**src/rtl/mux41_pkg.sv**
```systemverilog
// Shared types and constants for the 4-way round-robin select arbiter.
// Other 4-way arbiters that reuse rr_pick4 import this package too.
package mux41_pkg;

    localparam int NREQ = 4;
    localparam int SELW = 2;

    typedef enum logic {
        ST_IDLE  = 1'b0,
        ST_GRANT = 1'b1
    } state_t;

    // Round-robin successor; the 2-bit width gives the 3 -> 0 wrap for free.
    function automatic logic [SELW-1:0] next_idx(input logic [SELW-1:0] idx);
        return idx + 2'd1;
    endfunction

endpackage

```
**src/rtl/rr_pick4.sv**
```systemverilog
// Purely combinational 4-way round-robin picker: the first set req bit,
// scanning from ptr upward modulo 4.
module rr_pick4
    import mux41_pkg::*;
(
    input  logic [NREQ-1:0] req,
    input  logic [SELW-1:0] ptr,
    output logic            any,
    output logic [SELW-1:0] win
);

    logic [SELW-1:0] cand [NREQ];
    logic [NREQ-1:0] hit;

    // Candidate gi is ptr+gi; hit[gi] says that candidate is requesting.
    for (genvar gi = 0; gi < NREQ; gi++) begin : g_cand
        assign cand[gi] = ptr + SELW'(gi);
        assign hit[gi]  = req[cand[gi]];
    end

    assign any = |req;

    // Scan from the farthest candidate down, so the nearest hit wins.
    always_comb begin
        win = ptr;
        for (int k = NREQ - 1; k >= 0; k--) begin
            if (hit[k]) begin
                win = cand[k];
            end
        end
    end

endmodule

```
**src/rtl/mux41_rr_arbiter.sv**
```systemverilog
// Round-robin arbiter with packet locking; it drives a registered 4:1 select
// and presents the granted requester's word on one valid/ready channel.
module mux41_rr_arbiter
    import mux41_pkg::*;
#(
    parameter int WIDTH = 8
) (
    input  logic             clk,
    input  logic             rst,
    input  logic [NREQ-1:0]  req,
    input  logic [NREQ-1:0]  last,
    input  logic [WIDTH-1:0] i0,
    input  logic [WIDTH-1:0] i1,
    input  logic [WIDTH-1:0] i2,
    input  logic [WIDTH-1:0] i3,
    output logic [NREQ-1:0]  ack,
    output logic [SELW-1:0]  sel,
    output logic             out_valid,
    output logic [WIDTH-1:0] out_data,
    output logic             out_last,
    input  logic             out_ready,
    output logic             busy
);

    state_t          state_q, state_d;
    logic [SELW-1:0] sel_q, sel_d;
    logic [SELW-1:0] ptr_q, ptr_d;

    logic            pick_any;
    logic [SELW-1:0] pick_win;
    logic            transfer;
    logic [WIDTH-1:0] mux_data;

    rr_pick4 u_pick (
        .req (req),
        .ptr (ptr_q),
        .any (pick_any),
        .win (pick_win)
    );

    always_ff @(posedge clk) begin
        if (rst) begin
            state_q <= ST_IDLE;
            sel_q   <= '0;
            ptr_q   <= '0;
        end else begin
            state_q <= state_d;
            sel_q   <= sel_d;
            ptr_q   <= ptr_d;
        end
    end

    always_comb begin
        mux_data = i0;
        case (sel_q)
            2'd0:    mux_data = i0;
            2'd1:    mux_data = i1;
            2'd2:    mux_data = i2;
            default: mux_data = i3;
        endcase
    end

    always_comb begin
        state_d   = state_q;
        sel_d     = sel_q;
        ptr_d     = ptr_q;
        out_valid = 1'b0;
        out_last  = 1'b0;
        out_data  = i0;
        ack       = '0;
        transfer  = 1'b0;

        case (state_q)
            ST_IDLE: begin
                if (pick_any) begin
                    sel_d   = pick_win;
                    state_d = ST_GRANT;
                end
            end
            ST_GRANT: begin
                out_valid    = req[sel_q];
                out_data     = mux_data;
                out_last     = last[sel_q] & req[sel_q];
                transfer     = req[sel_q] & out_ready;
                ack[sel_q]   = transfer;
                // Packet end and abandonment both release the lock the same way.
                if ((transfer && last[sel_q]) || !req[sel_q]) begin
                    ptr_d   = next_idx(sel_q);
                    state_d = ST_IDLE;
                end
            end
            default: begin
                state_d = ST_IDLE;
            end
        endcase
    end

    assign sel  = sel_q;
    assign busy = (state_q == ST_GRANT);

endmodule

```
**config.mk**
```make
export PLATFORM = sky130hd
export DESIGN_NAME = mux41_rr_arbiter
export DESIGN_NICKNAME = d
export VERILOG_FILES = /design/src/rtl/mux41_pkg.sv /design/src/rtl/rr_pick4.sv /design/src/rtl/mux41_rr_arbiter.sv
export SDC_FILE = /design/constraint.sdc
export NUM_CORES = 1
export LEC_CHECK = 0
export ABC_AREA = 0
export BUFFER_PORTS_ARGS = -buffer_cell sky130_fd_sc_hd__buf_2
export CORE_MARGIN = 1.5
export CORE_UTILIZATION = 37
export DETAILED_ROUTE_END_ITERATION = 6
export PLACE_DENSITY = 0.79
export SETUP_SLACK_MARGIN = 0.2
export SYNTH_ARGS = -nofsm -noshare
export SYNTH_HDL_FRONTEND = slang
export SYNTH_SLANG_ARGS = --single-unit
```
**constraint.sdc**
```tcl
create_clock -name clk -period 2.4 [get_ports clk]
set_input_delay 0.6 -clock clk [delete_from_list [all_inputs] [get_ports clk]]
set_output_delay 0.6 -clock clk [all_outputs]
set_load 0.1 [all_outputs]
```
# Word level (Yosys, flattened, before mapping)
# Cells that the tools add are included.
[totals] ff_bits=5 romBits=0 ramBits=0 out_inout_bits=17 latch_bits=0 in_bits=43 mem_count=0
[op_classes] bitwise_logic=4 mul=0 shifts=0 div=0 n_eq_ne=2 addsub=4 n_mux=26 reduce_logical=8 order_cmp=6
[ops] op="8-bit case mux with 3 select lines" n=1
[ops] op="2-bit by 3-bit < comparator with 1-bit output (second input constant)" n=5
[ops] op="1-bit binary-select mux with 2-bit select" n=6
[ops] op="1-bit two-way mux" n=11
[ops] op="2-bit two-way mux" n=4
[ops] op="8-bit two-way mux" n=1
[ops] op="2-bit by 1-bit adder with 2-bit output (second input constant)" n=2
[ops] op="2-bit adder (second input constant)" n=2
[ops] op="4-bit AND" n=1
[ops] op="4-bit two-way mux" n=1
[ops] op="2-bit AND reduction" n=2
[ops] op="4-bit OR reduction" n=1
[ops] op="1-bit AND" n=2
[ops] op="1-bit demux with 2-bit select" n=1
[ops] op="2-bit by 1-bit == test with 1-bit output (second input constant)" n=1
[ops] op="2-bit == test (second input constant)" n=1
[ops] op="2-bit by 1-bit >= comparator with 1-bit output (second input constant)" n=1
[ops] op="1-bit logical AND" n=2
[ops] op="2-bit logical NOT" n=1
[ops] op="1-bit case mux with 2 select lines" n=1
[ops] op="1-bit logical NOT" n=1
[ops] op="1-bit logical OR" n=1
[ops] op="1-bit NOT" n=1

# Depth between registers and ports, before layout
[logic_depth] word_depth=7 depth_mapped=7 ltp_nobuf=5

# By module
# From an unflattened synthesis, not the netlist that was laid out.
[hier_totals] hier_cells=107 hier_area_um2=732.0
[by_module_without_submodules] module="mux41_rr_arbiter" cells_per_inst=91 area_each_um2=631.9 instances=1
[by_module_without_submodules] module="rr_pick4" cells_per_inst=16 area_each_um2=100.1 instances=1

# Least setup slack after synthesis
# Ideal clock, no wire load.
[synth_path] kind="register to output" from="register sel_q[1], in the netlist sel[1]" to="output port ack[0]" slack_ns=-1.110 required_ns=1.800 path_stages_with_launch=5 t_arrival_ns=2.910 cell_sequence="dfxtp_1 > mux4_2 > and2_1 > buf_2 > and3_1"
[synth_via] elab_chain_len=6 elab_cells_between_ends=10
[synth_lines] element="start, declared" line_no="mux41_rr_arbiter.sv:26" source="logic [SELW-1:0] sel_q, sel_d;"
[synth_lines] element="start signal, assigned" line_no="mux41_rr_arbiter.sv:48" source="sel_q <= sel_d;"
[synth_lines] element="2-bit by 3-bit < comparator with 1-bit output (not written as such) / 2-bit by 1-bit >= comparator with 1-bit output (equally long branches)" line_no="mux41_rr_arbiter.sv:85" source="ack[sel_q] = transfer;"
[synth_lines] element="1-bit logical AND (not written as such)" line_no="mux41_rr_arbiter.sv:85"
[synth_lines] element="1-bit two-way mux (not written as such)" line_no="mux41_rr_arbiter.sv:85"
[synth_lines] element="1-bit demux with 2-bit select" line_no="mux41_rr_arbiter.sv:85"
[synth_lines] element="4-bit AND (no line) (*)"
[synth_lines] element="4-bit two-way mux (*)" line_no="mux41_rr_arbiter.sv:73" source="case (state_q)"
[synth_lines] element="end, declared" line_no="mux41_rr_arbiter.sv:16" source="output logic [NREQ-1:0] ack,"
# Every way passes the cells marked *; elsewhere a longest branch is shown, timed or not. The select of a mux whose other input is x is not followed.

# Worst setup path in the final report
[layout_path] from="register sel_q[0], in the netlist sel[0]" to="output port ack[0]"
# Same word-level chain as after synthesis.

==> qor.csv <==
metric;value;unit
status;finished, final reports clean;
grt.overflow.total;0;
clk_latency;0.25;ns
grt_max_degree;11;
hold_path.class;reg2reg;
maxCapViolCount;0;
p_leak;0.697;nW
htreeDepth;1;
gp_congestion;0.820;
syn-cell-area;692;um2
path_clk_slew;0.04;ns
synthTopCellsByArea;dfxtp_1 14%, a22o_1 10%, ha_1 9.0%, a22oi_1 8.7%, o21ai_0 8.0%;
required;1.80;ns
synth.most_common_cell;o21ai_0;
synth-edff-count;0;
utilization;0.895;
synth_seq_cells;5;
syn_avg_cell_area;7.36;um2
fill_cells;80;
setup_ws;0.0782;ns
syn_nets;142;
antenna_found_initial;0;
initial_core_util;0.396;
slew_headroom;0.675;
antenna_cells;0;
regArea;109;um2
row_count;15;
fin_tns_setup;0;ns
fin_crit_sh;0.967;
layout.nets;214;
hold_buffers;0;
power.density;502;nW/um2
postSynthCellCount;94;
max_freq;431;MHz
grtUsageTotal;0.282;
cts_buffers;3;
drc;0;
tightestPinTransition;0.491;ns
timing_max_transition_violations_final;0;
period_minus_slack;2.32;ns
synth_top_area_share;0.145;
post-place-ws;-0.0373;ns
dr.pass1.iters;4;
synth_common_cells;11 x o21ai_0, 10 x nand2_1, 8 x a22o_1, 8 x a22oi_1;
wl_per_cell;17.9;um
die_h;46.2;um
holdWs;0.575;ns
root_buffer;clkbuf_4;
die_w;46.2;um
rsz0062_at_grt;true;
num_io_pins;60;
drt_iter0_drc;20;
cts_sinks;5;
io_buffer_count;59;
finalHoldViolations;0;
setup_violations;0;
cts_tree;built;
cp.arrival;1.72;ns
postRouteAntennaNets;0;
dp_hpwl;1910;um
cts.path.max_buffers;2;
end_kind;output pin;
vias;1092;
multiInputGateArea;726;um2
ys_seq_area_frac;0.145;
ys_warn_count;0;
peakVddDrop;0.000450;V
cp_max_fo;7;
design.core.area;1750;um2
synth_area_leader_cell;dfxtp_1;
grt_pass1_wl;4300;um
clock_skew;0.00469;ns
viasPerCell;5.75;
async_flop_share;0;
critPathLaunchType;register;
ys.flop_type;dfxtp_1;
grt_pass1_vias;1019;
drive_gt1_frac;0.685;
synth_cell_types;29;
wl;3410;um
synthToLayoutAreaGrowth;126;%
die_area;2140;um2
crit_type;reg2out;
[metrics by stage]
| step | instances | area (um2) | power (mW) |
|---|---|---|---|
| after floorplan | 94 | 883 | 0.472 |
| after global placement | 177 | 1310 | 0.601 |
| after detailed placement | 177 | 1310 | 0.611 |
| after CTS | 189 | 1540 | 0.758 |
| after global routing | 190 | 1560 | 0.812 |
| final | 190 | 1560 | 0.784 |
[power breakdown]
group          switching (mW)  total, mW  internal (mW)
Combinational           0.339      0.573          0.234
Clock                  0.0381      0.101         0.0631
Sequential             0.0160      0.109         0.0932
[what timing repair did]
item,CTS,global route
endpoints found under the setup margin,14,14
buffers inserted,8,1
pin swaps,4,1
resized for setup,31,4
[registers in the layout, summed over array words and instances (netlist names)]
register  flops
ptr_q         2
busy          1
sel           2
[cell families after synthesis]
family | after synthesis | synth area share
muxes | 6 | 0.114
DFF | 5 | 0.145
AOI/OAI and AO/OA | 39 | 0.387
buffers and inverters | 13 | 0.0832
and+or+nand+nor | 26 | 0.181
adders and majority gates | 5 | 0.0904
[cell usage in the layout (no fill, tap or decap), types with 2 or more instances in the layout]
master     n
clkbuf_4   3
buf_4     14
nand2b_1   2
dfxtp_1    2
inv_1      4
buf_12    14
buf_2     41
o21ai_1    8
a22o_4     8
mux2i_1    3
and3_4     4
nand2_1   10
buf_6      5
a22oi_2    8
nor2_1     6
ha_4       3
dfxtp_4    2
o21ai_0    3
inv_2      2
a21oi_1    5
[critical path: stages (launching register included)]
cell     delay, ns
dfxtp_4       0.41
mux4_2        0.53
and2_4        0.19
and3_4        0.17
buf_12        0.16
[final timing paths]
check	cells past startpoint	endpoint	slack, ns	start
worst max-delay path	4	ack[0]	0.08	sel[0]
worst min-delay path	2	sel[0]	0.58	sel[0]
worst max register to register	5	ptr_q[0]	0.68	sel[1]
worst min register to register	2	sel[0]	0.58	sel[0]
[routing by layer]
layer | part of all wire | up-vias | global-route usage | routed length, um
li1 | - | 493 | - | -
met1 | 0.37 | 520 | 0.288 | 1250
met2 | 0.53 | 65 | 0.550 | 1820
met3 | 0.060 | 14 | 0.0510 | 203
met4 | 0.039 | 0 | 0.109 | 134
met5 | 0 | - | 0 | 0
[final cells by class]
class | instances | share of cell area
sequential | 5 | 0.0697
clock buffer | 4 | 0.0168
timing repair buffer | 74 | 0.414
inverter | 6 | 0.0144
multi-input combinational | 76 | 0.465
tap | 25 | 0.0200
Power figures use the tool's default switching activity.
